**src/rtl/if_pkg.sv**
```systemverilog
// Shared types and helpers for the instruction-fetch prefetch stage.
package if_pkg;

   // Datapath widths the FIFO entry is built from; the top defaults to these.
   localparam int IF_XLEN = 16;
   localparam int IF_ILEN = 16;

   // Byte distance between consecutive instructions.
   localparam int PC_STEP = IF_ILEN / 8;

   // One prefetched instruction together with the PC it was fetched from.
   typedef struct packed {
      logic [IF_ILEN-1:0] inst;
      logic [IF_XLEN-1:0] pc;
   } fetch_entry_t;

   // Sign-extend the low val_w bits of val to IF_XLEN, then scale by 2**shift.
   function automatic logic [IF_XLEN-1:0] sext_shift(input logic [IF_XLEN-1:0] val,
                                                     input int val_w,
                                                     input int shift);
      logic [IF_XLEN-1:0] mask;
      logic               sign;
      logic [IF_XLEN-1:0] ext;
      mask = '1 << val_w;
      sign = |((val >> (val_w - 1)) & IF_XLEN'(1));
      ext  = (val & ~mask) | ({IF_XLEN{sign}} & mask);
      return ext << shift;
   endfunction

endpackage

```
**src/rtl/if_prefetch_fifo.sv**
```systemverilog
// Synchronous FIFO with flush and occupancy count; DEPTH must be a power of two.
module sync_fifo #(
   parameter int WIDTH = 8,
   parameter int DEPTH = 4
) (
   input  logic                     clk,
   input  logic                     rst,
   input  logic                     flush,
   input  logic                     push,
   input  logic [WIDTH-1:0]         wdata,
   input  logic                     pop,
   output logic [WIDTH-1:0]         rdata,
   output logic [$clog2(DEPTH):0]   count,
   output logic                     empty
);

   localparam int AW = $clog2(DEPTH);

   logic [WIDTH-1:0] mem [DEPTH];
   logic [AW-1:0]    wr_ptr;
   logic [AW-1:0]    rd_ptr;
   logic             full;
   logic             do_push;
   logic             do_pop;

   assign empty   = (count == '0);
   assign full    = (count == (AW+1)'(DEPTH));
   assign do_push = push & ~full;
   assign do_pop  = pop & ~empty;
   assign rdata   = mem[rd_ptr];

   // Storage write.
   // NOTE: the data array has no reset; the pointers and count alone define
   // which words are meaningful, so clearing storage would only cost logic.
   always_ff @(posedge clk) begin
      if (do_push) mem[wr_ptr] <= wdata;
   end

   // Pointer and occupancy update; reset and flush both empty the queue.
   // NOTE: sequential state uses non-blocking assignments so every register
   // samples pre-edge values regardless of statement order.
   always_ff @(posedge clk) begin
      if (rst || flush) begin
         wr_ptr <= '0;
         rd_ptr <= '0;
         count  <= '0;
      end else begin
         if (do_push) wr_ptr <= wr_ptr + AW'(1);
         if (do_pop)  rd_ptr <= rd_ptr + AW'(1);
         case ({do_push, do_pop})
            2'b10:   count <= count + (AW+1)'(1);
            2'b01:   count <= count - (AW+1)'(1);
            default: count <= count;
         endcase
      end
   end

endmodule

```
**src/rtl/if_prefetch.sv**
```systemverilog
// Instruction-fetch stage: issues reads to a 1-cycle memory, buffers
// {instruction, pc} in a prefetch FIFO and hands them to decode over
// valid/ready. Redirects flush the queue and squash the outstanding read.
// XLEN/ILEN must match the entry widths defined in if_pkg.
module if_prefetch
   import if_pkg::*;
#(
   parameter int               XLEN     = IF_XLEN,
   parameter int               ILEN     = IF_ILEN,
   parameter int               DEPTH    = 4,
   parameter int               BR_W     = 8,
   parameter int               BR_REL   = 1,
   parameter logic [XLEN-1:0]  RESET_PC = '0
) (
   input  logic            clk,
   input  logic            rst,
   input  logic            en,
   input  logic            br_taken,
   input  logic [BR_W-1:0] br_val,
   input  logic [XLEN-1:0] br_base,
   output logic            imem_req,
   output logic [XLEN-1:0] imem_addr,
   input  logic            imem_rvalid,
   input  logic [ILEN-1:0] imem_rdata,
   output logic            inst_valid,
   input  logic            inst_ready,
   output logic [ILEN-1:0] inst_out,
   output logic [XLEN-1:0] inst_pc,
   output logic [XLEN-1:0] inst_pcn
);

   localparam int              CNT_W    = $clog2(DEPTH) + 1;
   localparam int              BR_SHIFT = $clog2(PC_STEP);
   localparam logic [XLEN-1:0] STEP     = XLEN'(PC_STEP);

   logic [XLEN-1:0]  fetch_pc;
   logic [XLEN-1:0]  req_pc;
   logic             inflight;
   logic             drop;
   logic [CNT_W-1:0] count;
   logic [CNT_W:0]   used;
   logic             empty;
   logic             issue;
   logic             push;
   logic             pop;
   logic [XLEN-1:0]  br_target;
   fetch_entry_t     wr_entry;
   fetch_entry_t     rd_entry;

   // Credit check counts the outstanding read but not a same-cycle pop.
   assign used  = {1'b0, count} + {{CNT_W{1'b0}}, inflight};
   assign issue = en & ~br_taken & ~rst & (used < (CNT_W+1)'(DEPTH));

   assign br_target = (BR_REL != 0)
                    ? br_base + sext_shift(XLEN'(br_val), BR_W, BR_SHIFT)
                    : XLEN'(br_val);

   assign imem_req  = issue;
   assign imem_addr = fetch_pc;

   assign push = imem_rvalid & inflight & ~drop & ~br_taken;
   assign pop  = inst_valid & inst_ready & ~br_taken;

   assign wr_entry   = '{inst: imem_rdata, pc: req_pc};
   assign inst_valid = ~empty & ~rst;
   assign inst_out   = rd_entry.inst;
   assign inst_pc    = rd_entry.pc;
   assign inst_pcn   = rd_entry.pc + STEP;

   // Fetch PC, outstanding-read tracking and redirect squash.
   always_ff @(posedge clk) begin
      if (rst) begin
         fetch_pc <= RESET_PC;
         req_pc   <= RESET_PC;
         inflight <= 1'b0;
         drop     <= 1'b0;
      end else begin
         if (br_taken)   fetch_pc <= br_target;
         else if (issue) fetch_pc <= fetch_pc + STEP;

         if (issue) req_pc <= fetch_pc;

         if (issue)            inflight <= 1'b1;
         else if (imem_rvalid) inflight <= 1'b0;

         // A read answered in the redirect cycle is squashed via push; only a
         // read still outstanding afterwards needs the drop marker.
         if (br_taken)         drop <= inflight & ~imem_rvalid;
         else if (imem_rvalid) drop <= 1'b0;
      end
   end

   sync_fifo #(
      .WIDTH ($bits(fetch_entry_t)),
      .DEPTH (DEPTH)
   ) u_fifo (
      .clk   (clk),
      .rst   (rst),
      .flush (br_taken),
      .push  (push),
      .wdata (wr_entry),
      .pop   (pop),
      .rdata (rd_entry),
      .count (count),
      .empty (empty)
   );

endmodule

```
**config.mk**
```make
export PLATFORM = sky130hd
export DESIGN_NAME = if_prefetch
export DESIGN_NICKNAME = d
export VERILOG_FILES = /design/src/rtl/if_pkg.sv /design/src/rtl/if_prefetch_fifo.sv /design/src/rtl/if_prefetch.sv
export SDC_FILE = /design/constraint.sdc
export NUM_CORES = 1
export LEC_CHECK = 0
export CAP_MARGIN = 10
export CORE_MARGIN = 5
export CORE_UTILIZATION = 54
export CTS_CLUSTER_SIZE = 14
export DETAILED_ROUTE_END_ITERATION = 10
export GPL_TIMING_DRIVEN = 0
export PLACE_DENSITY = 0.91
export SKIP_LAST_GASP = 1
export SYNTH_ARGS = -nofsm -noshare
export SYNTH_HDL_FRONTEND = slang
export SYNTH_SLANG_ARGS = --single-unit
```
**constraint.sdc**
```tcl
create_clock -name clk -period 3.2 [get_ports clk]
set_input_delay 0.32 -clock clk [delete_from_list [all_inputs] [get_ports clk]]
set_output_delay 0.32 -clock clk [all_outputs]
set_load 0.02 [all_outputs]
```
==> results_dict.tcl <==
set metrics [dict create \
    cts_setup_buffers 0 \
    wl_per_cell_microns 19.5 \
    ir_drop_v 0.000461 \
    num_antenna_cells 0 \
    die_h_microns 128 \
    die_x_microns 128 \
    area_growth_syn_to_layout_pct 25.7 \
    synth_flop_cell "edfxtp_1" \
    hold_viol_final 0 \
    p_sw_frac 0.221 \
    p_int_w 0.00383 \
    cts_root_buf "clkbuf_16" \
    fin_crit_ns 3.09 \
    overflow 0 \
    nNetsFinal 725 \
    hold_path_class "input port to flop" \
    cap_violations 0 \
    ant_nets 0 \
    layout_commonest_cell "edfxtp_1" \
    synth_cell_types 55 \
    ys_ff_latch 171 \
    reg2reg_from "u_fifo.count[0]$_SDFFE_PP0P_" \
    yosys_warnings 0 \
    gp_congestion 0.842 \
    stdcell_area_sq_mm 0.00947 \
    async_flop_share 0 \
    fmax_mhz 323 \
    clk_latency_ns 0.42 \
    totalWireLength_mm 16.6 \
    worst_pin_slew_ns 0.863 \
    grt_pass1_vias 5088 \
    core-area_sq_mm 0.0138 \
    seqCellArea_sq_mm 0.00470 \
    cts.repair.resized 18 \
    grt_usage 0.211 \
    io_buffers 110 \
    cts_max_path_buffers 2 \
    synth.yosys.seq_area_share 0.624 \
    clk_pin_slew_ns 0.06 \
    dp_slack_ns -0.111 \
    ioPinCount 112 \
    power-per-cell-area_mw_per_mm2 519 \
    synth_area_sq_mm 0.00753 \
    power_frac_comb 0.084 \
    dp_hpwl_mm 11.5 \
    required_ns 2.88 \
    htree_levels 4 \
    num_rows 43 \
    grt_antenna_before_repair 0 \
    setup_slack_ns 0.108 \
    r2r_cells 8 \
    syn-num-nets 596 \
    synth_edf_count 128 \
    syn_inst 527 \
    dr.pass1.iters 5 \
    fin_skew_ns 0.00847 \
    cts_sinks 171 \
    slew_headroom 0.424 \
    grt_pass1_wl_mm 26.8 \
    whs_endpoint "imem_addr[15]$_SDFFE_PP0N_" \
    drive_above_1_share 0.135 \
    first_iter_violations 353 \
    cts_tree "done" \
    start_kind "flop" \
    p_leak_nw 3.30 \
    dr_total_vias 4854 \
    viasPerCell 5.72 \
    reg2reg_slack_ns 0.84 \
    worstPathMaxFanout 10 \
    placed_area_sq_mm 0.00887 \
    drc 0 \
    layout_common_cells "128 x edfxtp_1, 100 x clkdlybuf4s50_1, 49 x nor2_1" \
    synth.avg_cell_area_sq_um 14.3 \
    die_area_sq_mm 0.0164 \
    netSwitchingPower_w 0.00109 \
    worst_ep_arrival_time_ns 2.77 \
    numCtsBuffers 17 \
    pwr-share-seq 0.498 \
    holdCritStartpoint "rst" \
    r2r_end "u_fifo.count[2]$_SDFFE_PP0P_" \
    crit_type "flop to primary output" \
    holdPathStages 3 \
    cp-end-kind "primary output" \
    maxSlewViolCount 0 \
    grt_max_degree 33 \
    initial_core_util 0.547 \
    finalSetupViolCount 0 \
    nFillCells 931 \
    status "complete, no violations" \
    fin_crit_sh 0.966 \
    cts_hold_buf 0 \
    clkPwrFrac 0.418 \
    multiInputGateArea_sq_mm 0.00267 \
    grt_setup_unrepaired "yes" \
]
## critical path, cell delays in order (launching register included)
cell and delay [ns]:
dfxtp_1 0.45, buf_2 0.30, buf_2 0.32, clkbuf_2 0.35, mux4_2 0.37, clkdlybuf4s50_1 0.56
## final cells by class
type	instances	area share
buffer	20	0.0118
multi-input combinational	315	0.281
clock buffer	18	0.0453
inverter	21	0.00832
tap	180	0.0238
timing repair buffer	110	0.115
clock inverter	14	0.0178
sequential	171	0.497
## metal layers
metal / track usage / routed length [microns] / up-vias
li1: - / - / 2255
met5: 0 / 0 / -
met1: 0.263 / 6820 / 2385
met4: 0.0493 / 100 / 0
met2: 0.372 / 8530 / 199
met3: 0.0508 / 1130 / 15
## worst max-delay path by stage
| stage | slack (ns) | cells past startpoint | end |
|---|---|---|---|
| floorplan | 0.77 | 8 | inst_pcn[12] |
| global placement | -0.54 | 6 | u_fifo.mem[0][31]$_DFFE_PP_ |
| detailed placement | -0.11 | 6 | u_fifo.mem[2][20]$_DFFE_PP_ |
| CTS | -0.14 | 6 | inst_out[9] |
| global route | -0.06 | 6 | inst_out[11] |
| finish | 0.11 | 5 | inst_out[9] |
## power groups by stage
stage | clock, W | sequential (W) | combinational [W]
4_1_cts | 0.00208 | 0.00245 | 0.000410
6_report | 0.00206 | 0.00245 | 0.000414
3_5_place_dp | 0 | 0.00249 | 0.000407
5_1_grt | 0.00218 | 0.00245 | 0.000450
2_1_floorplan | 0 | 0.00250 | 0.000212
3_3_place_gp | 0 | 0.00249 | 0.000395
## flip-flops by register name, summed over array words and instances (netlist names), named ones only
| register | cells |
|---|---|
| u_fifo.mem | 128 |
| u_fifo.wr_ptr | 2 |
| u_fifo.count | 3 |
| imem_addr | 16 |
| req_pc | 16 |
| u_fifo.rd_ptr | 2 |
| inflight | 1 |
| drop | 1 |
## per-stage QoR
stage,std cells,TNS (ns),hold WS [ns],utilization,power (W)
after global routing,849,-0.395,0.451,0.688,0.00508
after global placement,817,-68.42,0.465,0.643,0.00288
after detailed placement,817,-10.26,0.467,0.644,0.00290
after floorplan,527,0,0.397,-,0.00272
final,849,0,0.428,0.688,0.00492
after CTS,849,-1.21,0.407,0.688,0.00494
## cell usage after synthesis (2+ instances only)
cell       number  area share
edfxtp_1      128        0.51
mux2i_1        17       0.023
nor2_1         50       0.025
a31oi_1         2      0.0017
nand2_1        35       0.017
nand3_2         2      0.0027
xor2_1         11       0.013
o22ai_1         3      0.0025
nand3_1         5      0.0033
a2111oi_0       2      0.0023
nor2b_1         3      0.0025
o21bai_1        2      0.0020
nor3b_1         2      0.0020
xnor2_1        26       0.030
fa_1            2      0.0053
a21o_1          6      0.0060
inv_1          20       0.010
a211oi_1        5      0.0050
o21a_1          2      0.0020
o21ai_0         8      0.0053
dfxtp_1        43        0.11
nor3_1         11      0.0073
or3_4           2      0.0030
ha_1           21       0.035
buf_2           6      0.0040
a21oi_1        19       0.013
o2111a_1        2      0.0030
clkbuf_1       11      0.0055
nand2b_1        3      0.0025
nand4_1         7      0.0058
a311oi_1        2      0.0023
and3_1          3      0.0025
and2_1         11      0.0091
o211ai_1        2      0.0020
nor4_2          2      0.0033
mux4_2         32       0.096
## cell families (layout without fill, tap and decap cells)
| logic type | Yosys count | count (layout) | synth area share |
|---|---|---|---|
| DFF | 171 | 171 | 0.624 |
| and+or+nand+nor | 142 | 142 | 0.0923 |
| AOI/OAI and AO/OA | 64 | 64 | 0.0589 |
| muxes | 49 | 49 | 0.118 |
| buffers and inverters | 41 | 183 | 0.0229 |
| xor gates and xnor gates | 37 | 37 | 0.0430 |
| adders and majority gates | 23 | 23 | 0.0402 |
Power figures use the tool's default switching activity.
